<file path="src/rtl/axis_arb_defs_pkg.sv">
// Shared definitions for the 2-to-1 AXI-Stream arbiter: mode codes,
// grant state encoding and burst counter width.
package axis_arb_defs;

   localparam logic [1:0] MODE_FORCE_A = 2'd0;
   localparam logic [1:0] MODE_FORCE_B = 2'd1;
   localparam logic [1:0] MODE_RR      = 2'd2;

   localparam int unsigned BURST_CNT_W = 16;
   localparam int unsigned SWITCH_W    = 16;

   typedef enum logic {
      SEL_A = 1'b0,
      SEL_B = 1'b1
   } sel_e;

endpackage

</file>
<file path="src/rtl/axis_beat_counter.sv">
// Wrapping statistics counter; a synchronous clear overrides a coincident increment.
module axis_beat_counter #(
   parameter int unsigned W = 32
) (
   input  logic         clk,
   input  logic         rst,
   input  logic         inc,
   input  logic         clr,
   output logic [W-1:0] count
);

   always_ff @(posedge clk or posedge rst) begin
      if (rst)
         count <= '0;
      else if (clr)
         count <= '0;
      else if (inc)
         count <= count + W'(1);
   end

endmodule

</file>
<file path="src/rtl/axis_2to1_arbiter.sv">
// Grant controller for a 2-to-1 AXI-Stream mux: round-robin with bounded
// bursts or forced select, switching only at handshake-safe points.
module axis_2to1_arbiter
   import axis_arb_defs::*;
#(
   parameter int unsigned BURST_LEN = 16,
   parameter int unsigned CNT_W     = 32
) (
   input  logic                ACLK,
   input  logic                ARESET,
   input  logic [1:0]          MODE,
   input  logic                clr_stats,
   input  logic                sA_tvalid,
   input  logic                sB_tvalid,
   input  logic                mi_tvalid,
   input  logic                mi_tready,
   output logic                CONF,
   output logic [CNT_W-1:0]    beats_A,
   output logic [CNT_W-1:0]    beats_B,
   output logic [SWITCH_W-1:0] switches
);

   sel_e                   state, state_nxt;
   logic [BURST_CNT_W-1:0] cnt, cnt_nxt;
   logic                   hs, cur_v, oth_v, safe, burst_end, sw;

   // Grant state and burst counter registers
   always_ff @(posedge ACLK or posedge ARESET) begin
      if (ARESET) begin
         state <= SEL_A;
         cnt   <= '0;
      end else begin
         state <= state_nxt;
         cnt   <= cnt_nxt;
      end
   end

   // Next grant: RR yields on idle or exhausted burst; forced modes move at a safe point
   always_comb begin
      hs        = mi_tvalid & mi_tready;
      cur_v     = (state == SEL_B) ? sB_tvalid : sA_tvalid;
      oth_v     = (state == SEL_B) ? sA_tvalid : sB_tvalid;
      safe      = !cur_v | hs;
      burst_end = hs && (cnt == BURST_CNT_W'(BURST_LEN - 1));
      state_nxt = state;
      if (MODE >= MODE_RR) begin
         if (oth_v && (!cur_v || burst_end))
            state_nxt = (state == SEL_A) ? SEL_B : SEL_A;
      end else if (MODE == MODE_FORCE_A) begin
         if (state == SEL_B && safe)
            state_nxt = SEL_A;
      end else begin
         if (state == SEL_A && safe)
            state_nxt = SEL_B;
      end
      sw      = (state_nxt != state);
      cnt_nxt = cnt;
      if (sw || burst_end)
         cnt_nxt = '0;
      else if (hs)
         cnt_nxt = cnt + BURST_CNT_W'(1);
   end

   assign CONF = (state == SEL_B);

   // Beats are credited to the source selected during the handshake cycle
   axis_beat_counter #(.W(CNT_W)) u_beats_a (
      .clk   (ACLK),
      .rst   (ARESET),
      .inc   (hs && state == SEL_A),
      .clr   (clr_stats),
      .count (beats_A)
   );

   axis_beat_counter #(.W(CNT_W)) u_beats_b (
      .clk   (ACLK),
      .rst   (ARESET),
      .inc   (hs && state == SEL_B),
      .clr   (clr_stats),
      .count (beats_B)
   );

   axis_beat_counter #(.W(SWITCH_W)) u_switches (
      .clk   (ACLK),
      .rst   (ARESET),
      .inc   (sw),
      .clr   (clr_stats),
      .count (switches)
   );

endmodule
</file>
<file path="config.mk">
export PLATFORM = sky130hd
export DESIGN_NAME = axis_2to1_arbiter
export DESIGN_NICKNAME = d
export VERILOG_FILES = /design/src/rtl/axis_arb_defs_pkg.sv /design/src/rtl/axis_beat_counter.sv /design/src/rtl/axis_2to1_arbiter.sv
export SDC_FILE = /design/constraint.sdc
export NUM_CORES = 1
export LEC_CHECK = 0
export CORE_ASPECT_RATIO = 1.25
export CORE_MARGIN = 8
export CORE_UTILIZATION = 48
export DETAILED_ROUTE_END_ITERATION = 10
export PLACE_DENSITY = 0.79
export REMOVE_ABC_BUFFERS = 1
export SYNTH_ARGS = -nofsm -noshare
export SYNTH_HDL_FRONTEND = slang
export SYNTH_SLANG_ARGS = --single-unit
</file>
<file path="constraint.sdc">
create_clock -name ACLK -period 3.32 [get_ports ACLK]
set_input_delay 0.664 -clock ACLK [delete_from_list [all_inputs] [get_ports ACLK]]
set_output_delay 0.664 -clock ACLK [all_outputs]
set_load 0.005 [all_outputs]
</file>
==> flow_summary.json <==
{
  "die_w_um": 110,
  "p_seq_frac": 0.483,
  "fp-row-count": 43,
  "clock_latency_ns": 0.34,
  "clk_pin_slew_ns": 0.06,
  "slew_violations": 0,
  "remaining_drc_errors": 0,
  "critical_path.endpoint_type": "flop",
  "ir_worst_vdd_mv": 0.273,
  "nets": 654,
  "ios": 90,
  "p_comb_frac": 0.078,
  "die_y_um": 134,
  "wl_mm": 12.7,
  "finalSetupTns_ns": 0,
  "hold_viol": 0,
  "period_needed_ns": 2.82,
  "seq_area_um2": 2430,
  "yosysTopAreaCell": "dfrtp_1",
  "drt-pass1-iter-count": 6,
  "layout-drive-gt1-share": 0.0605,
  "start_util": 0.484,
  "setup_viol": 0,
  "drt_iter0_markers": 228,
  "synth_cell_type_count": 55,
  "fillers": 935,
  "ant_nets": 0,
  "grt_usage": 0.176,
  "cp.required_ns": 3.57,
  "wl_per_cell_um": 16.3,
  "syn_to_final_growth_pct": 23.6,
  "rsz0062_at_grt": "false",
  "syn_area_per_cell_um2": 9.34,
  "yosys_warnings": 0,
  "dp_hpwl_mm": 8.80,
  "num_vias": 4461,
  "clock_power_share": 0.439,
  "synth_edf_count": 0,
  "critPathLaunchType": "input port",
  "tightest_slew_ns": 0.847,
  "hold_class": "reg2reg",
  "ctsHoldBuffers": 0,
  "cts_tree": "yes",
  "cts_resized": 0,
  "swShare": 0.233,
  "antenna_cells": 0,
  "portBuffers": 89,
  "synth_ff_type": "dfrtp_1",
  "clockBufferDepth": 2,
  "numCtsBuffers": 9,
  "p_sw_w": 0.000591,
  "grt_max_degree": 81,
  "use_met2": 0.299,
  "use_met1": 0.210,
  "grt_pass1_vias": 4428,
  "post-cts-setup-buffer-count": 0,
  "period_share": 0.849,
  "path_class": "in2reg",
  "die_area_um2": 14700,
  "cts_htree_levels": 3,
  "seq_area_frac_synth": 0.457,
  "antenna_found_initial": 0,
  "worst-path-max-fanout": 24,
  "syn_area_um2": 5320,
  "cts-root-buf": "clkbuf_16",
  "arrival_ns": 3.07,
  "slew_headroom": 0.436,
  "postSynthCellCount": 569,
  "status": "complete, no violations",
  "yosysTopAreaCellShare": 0.457,
  "intPower_w": 0.00194,
  "cts_sinks": 97,
  "met3_usage": 0.0464,
  "fmaxAchievable_mhz": 355,
  "multi_input_area_um2": 2680,
  "utilization": 0.599,
  "powerDensity_nw_per_um2": 386,
  "vias_per_cell": 5.72,
  "synth_area_leaders": "dfrtp_1, xor2_1, nor2_1",
  "globalplace.congestion": 0.796,
  "cap_violations": 0,
  "leakagePower_nw": 2.66,
  "ys_seq_elements": 97,
  "core_um2": 11000,
  "grt_pass1_wl_mm": 21.3,
  "synthArstFlopShare": 1.00,
  "post-place-ws_ns": 0.198,
  "finClkSkew_ns": 0.00685,
  "busiest_layer": "met2",
  "grt.overflow.total": 0,
  "fin_ws_ns": 0.500
}
cells in the mapped netlist (2+ instances only):
| master | instances |
|---|---|
| buf_6 | 3 |
| nand3_1 | 36 |
| a21boi_0 | 2 |
| and2_1 | 8 |
| o21ai_0 | 12 |
| ha_1 | 4 |
| inv_1 | 10 |
| nand4_1 | 21 |
| nand2_1 | 47 |
| dfrtp_1 | 97 |
| nor3_1 | 10 |
| or3_1 | 10 |
| clkbuf_1 | 18 |
| o31ai_1 | 10 |
| nor2_1 | 83 |
| a21oi_1 | 26 |
| nor4_2 | 3 |
| and3_1 | 16 |
| buf_2 | 7 |
| xnor2_1 | 31 |
| buf_1 | 2 |
| nor4_1 | 8 |
| or4_4 | 2 |
| or4_1 | 11 |
| buf_4 | 3 |
| and4_1 | 18 |
| xor2_1 | 43 |
routing by layer:
metal / wire, um / vias to the layer above
met5: 0 / -
met4: 136 / 0
met3: 721 / 12
met2: 6410 / 101
met1: 5470 / 2210
li1: - / 2138
worst max-delay path: stages:
cell,delay [ns]
clkdlybuf4s50_1,0.78
a21boi_0,0.21
o221ai_2,0.33
nand2_2,0.30
or4_1,0.57
a21oi_1,0.19
layout by cell type (no fill, tap or decap), types with 2 or more instances in the layout:
| cell | count |
|---|---|
| xor2_1 | 43 |
| or4_4 | 2 |
| and2_1 | 8 |
| clkbuf_16 | 9 |
| nand4_1 | 21 |
| and3_1 | 16 |
| nor3_1 | 10 |
| or3_1 | 10 |
| clkdlybuf4s50_1 | 88 |
| and4_1 | 18 |
| clkbuf_1 | 2 |
| buf_4 | 5 |
| or4_1 | 11 |
| o21ai_0 | 12 |
| nand2_1 | 47 |
| nand3_1 | 36 |
| xnor2_1 | 31 |
| inv_1 | 9 |
| nor4_2 | 3 |
| bufinv_16 | 2 |
| ha_1 | 4 |
| nor2_1 | 83 |
| a21oi_1 | 26 |
| a21boi_0 | 2 |
| nor4_1 | 8 |
| o31ai_1 | 10 |
| dfrtp_1 | 97 |
registers in the layout, summed over array words and instances (netlist names):
register          count
u_switches.count     16
u_beats_a.count      32
cnt                  16
CONF                  1
u_beats_b.count      32
stage by stage:
step	hold slack (ns)	total power, W	instance area, um2	instances
2_1_floorplan	0.497	0.00135	5140	535
3_3_place_gp	0.522	0.00144	6260	765
3_5_place_dp	0.538	0.00145	6260	765
4_1_cts	0.555	0.00256	6570	780
5_1_grt	0.569	0.00263	6570	780
6_report	0.549	0.00254	6570	780
cell families (layout without fill, tap and decap cells):
logic type	after synthesis	in the layout	synth area share
AOI/OAI and AO/OA	58	58	0.0671
and+or+nand+nor	290	290	0.302
DFF	97	97	0.457
buffers and inverters	44	120	0.0393
muxes	2	2	0.00400
adders and majority gates	4	4	0.00942
xor gates and xnor gates	74	74	0.122
layout make-up:
class,instances,share of cell area
flip-flops and latches,97,0.369
well taps,135,0.0257
clock buffers,12,0.0375
clock inverters,3,0.00990
inverters,10,0.00609
repair buffers,95,0.144
multi-input cells,428,0.408
power groups by stage:
| stage | clock network (W) | logic, W | registers (W) |
|---|---|---|---|
| after floorplan | 0 | 0.000107 | 0.00124 |
| after detailed placement | 0 | 0.000198 | 0.00125 |
| after global routing | 0.00117 | 0.000223 | 0.00123 |
| final | 0.00111 | 0.000198 | 0.00123 |
| after CTS | 0.00113 | 0.000199 | 0.00122 |
| after global placement | 0 | 0.000190 | 0.00125 |
final timing paths:
path                                            from                    to  slack [ns]  cells after the start
worst min-delay path            u_switches.count[15]  u_switches.count[15]        0.55                      2
max in group asynchronous                     ARESET                cnt[7]        1.80                      3
worst min register to register  u_switches.count[15]  u_switches.count[15]        0.55                      2
worst max-delay path                       mi_tvalid  u_switches.count[10]        0.50                      6
min in group asynchronous                     ARESET  u_switches.count[10]        0.79                      2
worst max register to register                  CONF  u_switches.count[10]        0.95                      5
No activity file was read; power rests on OpenSTA's default activity.
